<file path="src/rtl/id_ex_stage_if.sv">
// ID->EX stage bus: ID-side decode bundle in, registered EX-side bundle and stall out.
// bubble_cnt exists only when ID_EX_BUBBLE_COUNT_EN is defined.
interface id_ex_stage_if;
    localparam int unsigned CTRL_W = 17;
    localparam int unsigned WORD_W = 32;
    localparam int unsigned REG_W  = 5;
    localparam int unsigned IMM_W  = 16;

    logic              en;
    logic              flush;
    logic [CTRL_W-1:0] id_ctrl;
    logic [REG_W-1:0]  id_rs;
    logic [REG_W-1:0]  id_rt;
    logic [REG_W-1:0]  id_rd;
    logic [WORD_W-1:0] id_rdat1;
    logic [WORD_W-1:0] id_rdat2;
    logic [IMM_W-1:0]  id_imm;
    logic [WORD_W-1:0] id_npc;

    logic [CTRL_W-1:0] ex_ctrl;
    logic [REG_W-1:0]  ex_rs;
    logic [REG_W-1:0]  ex_rt;
    logic [REG_W-1:0]  ex_wsel;
    logic [WORD_W-1:0] ex_rdat1;
    logic [WORD_W-1:0] ex_rdat2;
    logic [IMM_W-1:0]  ex_imm;
    logic [WORD_W-1:0] ex_npc;
    logic              stall;
    logic              ex_halt;
`ifdef ID_EX_BUBBLE_COUNT_EN
    logic [WORD_W-1:0] bubble_cnt;

    modport master (
        output en, flush, id_ctrl, id_rs, id_rt, id_rd, id_rdat1, id_rdat2, id_imm, id_npc,
        input  ex_ctrl, ex_rs, ex_rt, ex_wsel, ex_rdat1, ex_rdat2, ex_imm, ex_npc,
               stall, ex_halt, bubble_cnt
    );
    modport slave (
        input  en, flush, id_ctrl, id_rs, id_rt, id_rd, id_rdat1, id_rdat2, id_imm, id_npc,
        output ex_ctrl, ex_rs, ex_rt, ex_wsel, ex_rdat1, ex_rdat2, ex_imm, ex_npc,
               stall, ex_halt, bubble_cnt
    );
`else
    modport master (
        output en, flush, id_ctrl, id_rs, id_rt, id_rd, id_rdat1, id_rdat2, id_imm, id_npc,
        input  ex_ctrl, ex_rs, ex_rt, ex_wsel, ex_rdat1, ex_rdat2, ex_imm, ex_npc,
               stall, ex_halt
    );
    modport slave (
        input  en, flush, id_ctrl, id_rs, id_rt, id_rd, id_rdat1, id_rdat2, id_imm, id_npc,
        output ex_ctrl, ex_rs, ex_rt, ex_wsel, ex_rdat1, ex_rdat2, ex_imm, ex_npc,
               stall, ex_halt
    );
`endif
endinterface

</file>
<file path="src/rtl/id_ex_stage.sv">
// ID->EX pipeline register with load-use stall, flush bubbles and sticky halt.
// Optional hazard-bubble counter enabled by defining ID_EX_BUBBLE_COUNT_EN.
module id_ex_stage (
    input logic          CLK,
    input logic          nRST,
    id_ex_stage_if.slave bus
);
    localparam int unsigned CTRL_W = 17;
    localparam int unsigned WORD_W = 32;
    localparam int unsigned REG_W  = 5;
    localparam int unsigned IMM_W  = 16;

    typedef struct packed {
        logic       WrLinkReg;
        logic       ShiftUp;
        logic       MemRd;
        logic       ExtOp;
        logic [1:0] PCSrc;
        logic       ALUSrc;
        logic       MemToReg;
        logic       MemWr;
        logic       RegWr;
        logic       RegDst;
        logic       halt;
        logic [3:0] ALUOp;
        logic       Atomic;
    } ctrl_t;

    ctrl_t             idCtrl;
    ctrl_t             exCtrl;
    logic [REG_W-1:0]  exRs;
    logic [REG_W-1:0]  exRt;
    logic [REG_W-1:0]  exWsel;
    logic [REG_W-1:0]  wsel;
    logic [WORD_W-1:0] exRdat1;
    logic [WORD_W-1:0] exRdat2;
    logic [WORD_W-1:0] exNpc;
    logic [IMM_W-1:0]  exImm;
    logic              exHalt;
    logic              hz;
    logic              loadBubble;

    assign idCtrl = ctrl_t'(bus.id_ctrl);

    // Link register wins over rd, rd wins over rt
    always_comb begin
        wsel = bus.id_rt;
        if (idCtrl.WrLinkReg) begin
            wsel = REG_W'(31);
        end else if (idCtrl.RegDst) begin
            wsel = bus.id_rd;
        end
    end

    // Load-use hazard; a flushed ID instruction never needs to stall
    always_comb begin
        hz = exCtrl.MemRd && (exWsel != '0) &&
             ((exWsel == bus.id_rs) || (exWsel == bus.id_rt));
        loadBubble = exHalt || bus.flush || hz;
    end

    assign bus.stall = hz && !bus.flush;

    always_ff @(posedge CLK or negedge nRST) begin
        if (!nRST) begin
            exCtrl  <= '0;
            exRs    <= '0;
            exRt    <= '0;
            exWsel  <= '0;
            exRdat1 <= '0;
            exRdat2 <= '0;
            exImm   <= '0;
            exNpc   <= '0;
            exHalt  <= 1'b0;
        end else if (bus.en) begin
            if (loadBubble) begin
                exCtrl  <= '0;
                exRs    <= '0;
                exRt    <= '0;
                exWsel  <= '0;
                exRdat1 <= '0;
                exRdat2 <= '0;
                exImm   <= '0;
                exNpc   <= '0;
            end else begin
                exCtrl  <= idCtrl;
                exRs    <= bus.id_rs;
                exRt    <= bus.id_rt;
                exWsel  <= wsel;
                exRdat1 <= bus.id_rdat1;
                exRdat2 <= bus.id_rdat2;
                exImm   <= bus.id_imm;
                exNpc   <= bus.id_npc;
                if (idCtrl.halt) begin
                    exHalt <= 1'b1;
                end
            end
        end
    end

    assign bus.ex_ctrl  = CTRL_W'(exCtrl);
    assign bus.ex_rs    = exRs;
    assign bus.ex_rt    = exRt;
    assign bus.ex_wsel  = exWsel;
    assign bus.ex_rdat1 = exRdat1;
    assign bus.ex_rdat2 = exRdat2;
    assign bus.ex_imm   = exImm;
    assign bus.ex_npc   = exNpc;
    assign bus.ex_halt  = exHalt;

`ifdef ID_EX_BUBBLE_COUNT_EN
    logic [WORD_W-1:0] bubbleCnt;

    // Counts only hazard bubbles; halt and flush take priority over hz
    always_ff @(posedge CLK or negedge nRST) begin
        if (!nRST) begin
            bubbleCnt <= '0;
        end else if (bus.en && !exHalt && !bus.flush && hz && (bubbleCnt != '1)) begin
            bubbleCnt <= bubbleCnt + WORD_W'(1);
        end
    end

    assign bus.bubble_cnt = bubbleCnt;
`endif
endmodule

</file>
<file path="src/flat_wrapper.sv">
// flat-port wrapper written by rule: the top's interface ports become plain ports
module id_ex_stage_flat 
  (CLK, nRST, bus_en, bus_flush, bus_id_ctrl, bus_id_rs, bus_id_rt, bus_id_rd, bus_id_rdat1, bus_id_rdat2, bus_id_imm, bus_id_npc, bus_ex_ctrl, bus_ex_rs, bus_ex_rt, bus_ex_wsel, bus_ex_rdat1, bus_ex_rdat2, bus_ex_imm, bus_ex_npc, bus_stall, bus_ex_halt);
  id_ex_stage_if bus_i ();
  input logic CLK;
  input logic nRST;
  input wire logic [$bits(bus_i.en)-1:0] bus_en;
  input wire logic [$bits(bus_i.flush)-1:0] bus_flush;
  input wire logic [$bits(bus_i.id_ctrl)-1:0] bus_id_ctrl;
  input wire logic [$bits(bus_i.id_rs)-1:0] bus_id_rs;
  input wire logic [$bits(bus_i.id_rt)-1:0] bus_id_rt;
  input wire logic [$bits(bus_i.id_rd)-1:0] bus_id_rd;
  input wire logic [$bits(bus_i.id_rdat1)-1:0] bus_id_rdat1;
  input wire logic [$bits(bus_i.id_rdat2)-1:0] bus_id_rdat2;
  input wire logic [$bits(bus_i.id_imm)-1:0] bus_id_imm;
  input wire logic [$bits(bus_i.id_npc)-1:0] bus_id_npc;
  output wire logic [$bits(bus_i.ex_ctrl)-1:0] bus_ex_ctrl;
  output wire logic [$bits(bus_i.ex_rs)-1:0] bus_ex_rs;
  output wire logic [$bits(bus_i.ex_rt)-1:0] bus_ex_rt;
  output wire logic [$bits(bus_i.ex_wsel)-1:0] bus_ex_wsel;
  output wire logic [$bits(bus_i.ex_rdat1)-1:0] bus_ex_rdat1;
  output wire logic [$bits(bus_i.ex_rdat2)-1:0] bus_ex_rdat2;
  output wire logic [$bits(bus_i.ex_imm)-1:0] bus_ex_imm;
  output wire logic [$bits(bus_i.ex_npc)-1:0] bus_ex_npc;
  output wire logic [$bits(bus_i.stall)-1:0] bus_stall;
  output wire logic [$bits(bus_i.ex_halt)-1:0] bus_ex_halt;
  assign bus_i.en = bus_en;
  assign bus_i.flush = bus_flush;
  assign bus_i.id_ctrl = bus_id_ctrl;
  assign bus_i.id_rs = bus_id_rs;
  assign bus_i.id_rt = bus_id_rt;
  assign bus_i.id_rd = bus_id_rd;
  assign bus_i.id_rdat1 = bus_id_rdat1;
  assign bus_i.id_rdat2 = bus_id_rdat2;
  assign bus_i.id_imm = bus_id_imm;
  assign bus_i.id_npc = bus_id_npc;
  assign bus_ex_ctrl = bus_i.ex_ctrl;
  assign bus_ex_rs = bus_i.ex_rs;
  assign bus_ex_rt = bus_i.ex_rt;
  assign bus_ex_wsel = bus_i.ex_wsel;
  assign bus_ex_rdat1 = bus_i.ex_rdat1;
  assign bus_ex_rdat2 = bus_i.ex_rdat2;
  assign bus_ex_imm = bus_i.ex_imm;
  assign bus_ex_npc = bus_i.ex_npc;
  assign bus_stall = bus_i.stall;
  assign bus_ex_halt = bus_i.ex_halt;
  id_ex_stage u_core (.CLK(CLK), .nRST(nRST), .bus(bus_i));
endmodule
</file>
<file path="config.mk">
export PLATFORM = sky130hd
export DESIGN_NAME = id_ex_stage_flat
export DESIGN_NICKNAME = d
export VERILOG_FILES = /design/src/rtl/id_ex_stage_if.sv /design/src/rtl/id_ex_stage.sv /design/src/flat_wrapper.sv
export SDC_FILE = /design/constraint.sdc
export NUM_CORES = 1
export LEC_CHECK = 0
export CORE_MARGIN = 2
export CORE_UTILIZATION = 35
export CTS_CLUSTER_DIAMETER = 50
export DETAILED_ROUTE_END_ITERATION = 6
export HOLD_SLACK_MARGIN = 0.05
export PLACE_DENSITY_LB_ADDON = 0.05
export SLEW_MARGIN = 20
export SYNTH_ARGS = -nofsm -noshare
export SYNTH_HDL_FRONTEND = slang
export SYNTH_SLANG_ARGS = --single-unit
</file>
<file path="constraint.sdc">
create_clock -name CLK -period 6.95 [get_ports CLK]
set_clock_uncertainty 0.2 [all_clocks]
set_input_delay 2.085 -clock CLK [delete_from_list [all_inputs] [get_ports CLK]]
set_output_delay 2.085 -clock CLK [all_outputs]
set_load 0.05 [all_outputs]
</file>
==> impl_metrics.csv, run 1 <==
group,metric,value,unit
timing,min_clock_period_post_route,6010,ps
global_routing,grtUsageTotal,21.1,%
outcome,run_status,"completed",
placed_design,dp.final_hpwl,16.6,mm
yosys,synthesis.area_per_instance,11.6,um^2
global_routing,grt_start_max_net_pins,105,
cells_and_area,post_route_cells_drive_above_1_share,5.49,%
cts,cts_resized,0,
yosys,post_synthesis_cell_area,8070,um^2
yosys,synth_area_leader_cell,"dfrtp_1",
die,fp.dieH,156,um
cts,cts_tree,"done",
min_path,min-delay-path-class,"reg2reg",
yosys,netlist-cell-type-count,28,
timing,grt_setup_unrepaired,"no",
timing,worst-slew-pin-transition,948,ps
timing,slew_headroom,36.8,%
global_routing,antenna_found_initial,2,
yosys,postSynthNetCount,841,
die,start_util,35.6,%
routing,wl_per_cell,21.0,um
yosys,synth-seq-cells,145,
cts,numCtsBuffers,17,
cts,deepest_level_of_the_cts_h_tree,4,
routing,vias_per_cell,5.54,
yosys,asyncSetResetFlopFracSynth,100,%
die,die-area,24300,um^2
timing,slew_viol_final,0,
placed_design,place.port_buffers,293,
cells_and_area,design.final.nets,1083,
yosys,synth.yosys.seq_area_share,45.0,%
cts,clockBufferDepth,2,
die,rows,55,
pwr,p_leak,5.54,nW
cells_and_area,areaGrowthSynthToFinish,41.9,%
routing,route.vias.total,6842,
placed_design,placedCellCount,1201,
pwr,power_density,171,nW/um^2
worst_setup_path,end_kind,"output pin",
yosys,dominantRegCellSynth,"dfrtp_1",
placed_design,gpl.final_weighted_congestion,0.848,
timing,achievable_frequency,0.166,GHz
timing,post-route-period-util,86.5,%
worst_setup_path,crit_path_cell_trace,"clkdlybuf4s50_1 > xnor2_1 > nand3_1 > o22a_4 > nor3_1 > buf_12",
cts,cts-root-buf,"clkbuf_16",
cells_and_area,final_cell_count_no_fill,1234,
routing,pre_repair_dr_iteration_count,4,
worst_setup_path,worst_ep_required_time,4660,ps
cts,path_clk_slew,70,ps
routing,final_antenna_net_count,0,
worst_setup_path,cpMaxStageDelayCell,"clkdlybuf4s50_1",
timing,final-setup-viol-count,0,
global_routing,wire_length_of_the_first_global_routing_pass,40.4,mm
yosys,netlist.area_leader.share,45.0,%
routing,finalWirelength,26.0,mm
routing,dr.first_iter.drc_count,387,
worst_setup_path,max_stage_delay,510,ps
global_routing,grt_remaining_overflow,0,
timing,tns,0,ps
yosys,netlist_top_cells_area,"dfrtp_1 (45%), a21bo_1 (17%), a22oi_1 (13%)",
cts,postCtsSetupRepairBufs,0,
worst_setup_path,crit_buf_inv,2,
worst_setup_path,startpoint_type,"primary input",
global_routing,number_of_global_route_vias_before_repair,7166,
flow_run,max-cap-violations,0,
yosys,post_synth_inst_count,693,
cts,number_of_hold_repair_buffers_added_at_the_cts_stage,0,
worst_setup_path,crit_type,"in2out",
worst_setup_path,worst-endpoint-arrival,3730,ps
pwr,worst_ir_drop_vdd,149,uV
die,io-pin-count,294,
timing,hold_viol,0,
die,core-area,22600,um^2
routing,post-route-drc-count,0,
die,chipWidth,156,um
yosys,ys.warnings.count,0,
cts,clk_latency,410,ps
worst_setup_path,cp_top_family,"buffers and inverters",
yosys,synth_enable_flop_cells,0,
worst_setup_path,largest_fanout_on_the_critical_path,3,
cts,clock_sinks,145,
[state kept, by name, indices dropped and copies added, names as in the netlist]
name / count
u_core.bus.ex_rdat2: 32
u_core.bus.ex_npc: 32
u_core.bus.ex_rdat1: 32
u_core.bus.ex_wsel: 5
u_core.bus.ex_imm: 16
u_core.bus.ex_rt: 5
u_core.bus.ex_ctrl: 17
u_core.bus.ex_halt: 1
u_core.bus.ex_rs: 5
[worst register-to-register path, delay by kind of cell (launching register included)]
| family | cells | cell delay, ps |
|---|---|---|
| flip-flops | 1 | 460 |
| buffers and inverters | 2 | 1540 |
| AND/OR/NAND/NOR | 1 | 620 |
| AO/OA/AOI/OAI | 3 | 620 |
[worst paths after layout]
path / from / endpoint / slack [ps] / cells after the start
max: bus_id_rt[4] / bus_stall / 940 / 6
min: u_core.bus.ex_ctrl[6] / u_core.bus.ex_ctrl[6] / 420 / 2
max reg2reg: u_core.bus.ex_wsel[2] / u_core.bus.ex_ctrl[3] / 3440 / 6
min reg2reg: u_core.bus.ex_ctrl[6] / u_core.bus.ex_ctrl[6] / 420 / 2
max in group asynchronous: nRST / u_core.bus.ex_rdat1[24] / 3640 / 2
min in group asynchronous: nRST / u_core.bus.ex_rdat1[6] / 1520 / 1
[synth_stat cells (3+ instances only)]
master	n
a211o_1	5
a21bo_1	133
buf_1	3
buf_6	6
a22oi_1	139
nand2_1	8
clkbuf_1	15
nor2b_1	5
a32oi_1	5
xnor2_1	10
nor3b_1	139
o21ai_0	6
buf_2	33
dlygate4sd1_1	10
dfrtp_1	145
a21bo_2	6
buf_12	11
[cell type report]
type	instances	area, um^2
fill	2029	11200
clock buffer	19	433
multi-input combinational	467	3830
antenna	2	5.00
sequential	145	3630
inverter	1	6.26
tap	285	357
timing repair buffer	303	3020
clock inverter	12	159
[cells in the final DEF, fill, tap and decap left out, drive strengths merged]
cell | synthesis | routed
nor3b | 139 | 139
clkinvlp | 0 | 5
a31oi | 1 | 1
nand2b | 1 | 1
clkinv | 0 | 2
o22a | 1 | 1
nor3 | 1 | 1
nand2 | 8 | 8
bufinv | 0 | 3
clkdlybuf4s50 | 0 | 291
a22oi | 139 | 139
o22ai | 1 | 1
nor2 | 2 | 2
a21bo | 139 | 139
a211o | 5 | 5
nor2b | 5 | 5
diode | 0 | 2
xnor2 | 10 | 10
nand3 | 2 | 2
buf | 55 | 12
clkbuf | 15 | 19
or4 | 1 | 1
o21ai | 7 | 7
inv | 1 | 3
dfrtp | 145 | 145
a32oi | 5 | 5
[routing by layer]
layer / GRT usage (%) / share of wire, % / vias to the layer above
li1: - / - / 3107
met1: 28.0 / 45 / 3438
met2: 32.7 / 46 / 253
met3: 5.89 / 6.5 / 44
met4: 8.21 / 3.0 / 0
met5: 0 / 0 / -
[logic make-up (layout without fill, tap and decap cells)]
family | count (synthesis) | count (layout) | share of synthesized area (%)
AO/OA/AOI/OAI | 298 | 298 | 32.0
AND/OR/NAND/NOR | 159 | 159 | 14.1
buffers and inverters | 81 | 335 | 7.77
flip-flops | 145 | 145 | 45.0
other | 0 | 2 | 0
XOR/XNOR | 10 | 10 | 1.09
[power breakdown]
part	internal, mW	leakage [nW]	switching, mW	total (mW)
Clock	0.565	0.272	0.382	0.947
Sequential	0.844	2.02	0.00000993	0.844
Combinational	0.0907	3.24	0.0748	0.165
[through the flow]
| step | total power, mW | hold WS, ps | utilization (%) | instance area (um^2) | setup WS [ps] |
|---|---|---|---|---|---|
| CTS | 1.98 | 427 | 50.5 | 11400 | 926 |
| global route | 2.03 | 448 | 50.6 | 11400 | 856 |
| global placement | 1.02 | 405 | 47.9 | 10800 | 976 |
| finish | 1.96 | 421 | 50.6 | 11400 | 940 |
| detailed placement | 1.03 | 406 | 47.9 | 10800 | 948 |
| floorplan | 0.912 | 665 | - | 8070 | 600 |
No activity file was read; power rests on OpenSTA's default activity.
==> run 2, diff against run 1 <==
--- a/config.mk
+++ b/config.mk
@@ -7,5 +7,5 @@
 export LEC_CHECK = 0
 export CORE_MARGIN = 2
-export CORE_UTILIZATION = 35
+export CORE_UTILIZATION = 30
 export CTS_CLUSTER_DIAMETER = 50
 export DETAILED_ROUTE_END_ITERATION = 6
--- a/constraint.sdc
+++ b/constraint.sdc
@@ -3,3 +3,3 @@
 set_input_delay 2.085 -clock CLK [delete_from_list [all_inputs] [get_ports CLK]]
 set_output_delay 2.085 -clock CLK [all_outputs]
-set_load 0.05 [all_outputs]
+set_load 0.1 [all_outputs]
==> impl_metrics.csv, run 2 (synthesized netlist as in run 1, its figures left out) <==
group,metric,value,unit
routing,vias_per_cell,5.15,
die,io-pin-count,294,
worst_setup_path,end_kind,"output pin",
cells_and_area,final_cell_mix,"clkdlybuf4s50_1 (291), dfrtp_1 (144), nor3b_1 (139), a22oi_1 (139), a21bo_1 (133)",
worst_setup_path,worst_ep_required_time,4660,ps
worst_setup_path,max_stage_delay,510,ps
timing,worst-slew-pin-transition,1070,ps
worst_setup_path,crit_path_cell_trace,"clkdlybuf4s50_1 > xnor2_1 > nand3_1 > o22a_4 > nor3_2 > buf_12",
routing,wl_per_cell,20.6,um
cts,numCtsBuffers,17,
global_routing,antenna_found_initial,1,
routing,final_antenna_net_count,0,
placed_design,gpl.final_weighted_congestion,0.802,
timing,tns,0,ps
worst_setup_path,cpMaxStageDelayCell,"clkdlybuf4s50_1",
worst_setup_path,worst-r2r-setup-slack,3470,ps
worst_setup_path,largest_fanout_on_the_critical_path,3,
cells_and_area,final_common_cell,"clkdlybuf4s50_1",
cells_and_area,final_cell_count_no_fill,1288,
timing,slew_viol_final,0,
die,rows,60,
cells_and_area,design.final.nets,1083,
cts,path_clk_slew,60,ps
die,die-area,28200,um^2
placed_design,placed_area,10900,um^2
timing,grt_setup_unrepaired,"no",
timing,final-setup-viol-count,0,
placed_design,place.port_buffers,293,
die,chipWidth,168,um
pwr,power_density,170,nW/um^2
timing,hold_viol,0,
pwr,worst_ir_drop_vdd,126,uV
global_routing,grtUsageTotal,18.7,%
outcome,run_status,"completed",
cts,clk_latency,420,ps
global_routing,grt_start_max_net_pins,110,
timing,min_clock_period_post_route,5980,ps
worst_setup_path,worst-endpoint-arrival,3700,ps
routing,route.vias.total,6632,
cts,deepest_level_of_the_cts_h_tree,4,
cells_and_area,areaGrowthSynthToFinish,42.8,%
min_path,min-delay-path-class,"reg2reg",
cts,cts_resized,0,
routing,dr.first_iter.drc_count,380,
cts,cts_tree,"done",
timing,post-route-period-util,86.1,%
placed_design,dp.final_hpwl,16.9,mm
global_routing,number_of_global_route_vias_before_repair,7028,
cells_and_area,post_route_cells_drive_above_1_share,5.60,%
worst_setup_path,startpoint_type,"primary input",
timing,slew_headroom,28.5,%
die,start_util,30.3,%
global_routing,grt_remaining_overflow,0,
flow_run,max-cap-violations,0,
die,core-area,26700,um^2
cts,cts-root-buf,"clkbuf_16",
cells_and_area,utilization,43.2,%
worst_setup_path,crit_type,"in2out",
timing,achievable_frequency,0.167,GHz
die,fp.dieH,168,um
global_routing,wire_length_of_the_first_global_routing_pass,41.6,mm
routing,pre_repair_dr_iteration_count,4,
cts,clock_sinks,145,
cells_and_area,finalInstanceArea,11500,um^2
cts,number_of_hold_repair_buffers_added_at_the_cts_stage,0,
cts,postCtsSetupRepairBufs,0,
placed_design,placedCellCount,1257,
routing,finalWirelength,26.5,mm
timing,worst_hold_slack,418,ps
cts,clockBufferDepth,2,
routing,post-route-drc-count,0,
pwr,p_leak,5.54,nW
-- run 2: path summary, 6_finish.rpt --
path,cells after the start,from,end
min in group asynchronous,1,nRST,u_core.bus.ex_rdat1[3]
worst min register to register,2,u_core.bus.ex_rdat2[30],u_core.bus.ex_rdat2[30]
worst max-delay path,6,bus_id_rt[4],bus_stall
max in group asynchronous,2,nRST,u_core.bus.ex_rdat2[20]
worst max register to register,6,u_core.bus.ex_wsel[2],u_core.bus.ex_rdat1[17]
worst min-delay path,2,u_core.bus.ex_rdat2[30],u_core.bus.ex_rdat2[30]
-- run 2: routing by layer --
| layer | track usage (%) | vias to the layer above | routed length (um) |
|---|---|---|---|
| li1 | - | 3112 | - |
| met1 | 23.9 | 3282 | 11800 |
| met2 | 29.9 | 207 | 12200 |
| met3 | 5.62 | 31 | 1800 |
| met4 | 6.65 | 0 | 644 |
| met5 | 0 | - | 0 |
-- run 2: stage by stage --
stage                     power, mW  setup slack, ps
after detailed placement       1.03              963
final                          1.96              969
after floorplan               0.912              471
after CTS                      1.99              950
after global placement         1.03             1030
after global routing           2.04              851
-- run 2: layout make-up --
type | count | area, um^2
antenna | 1 | 2.50
clock buffer | 18 | 429
clock inverter | 12 | 160
fill | 2511 | 15100
inverter | 1 | 6.26
multi-input combinational | 467 | 3840
sequential | 145 | 3630
tap | 341 | 427
timing repair buffer | 303 | 3020
-- run 2: power breakdown --
part / switching (mW) / total [mW] / leakage, nW / internal [mW]
sequential: 0.00000978 / 0.844 / 2.02 / 0.844
combinational: 0.0748 / 0.165 / 3.24 / 0.0907
clock: 0.386 / 0.950 / 0.275 / 0.564
-- run 2: worst max-delay path: cells and delay by family --
kind | cells | cell delay, ps
buf+inv | 2 | 730
simple gates | 2 | 430
compound gates | 1 | 290
xor+xnor | 1 | 160
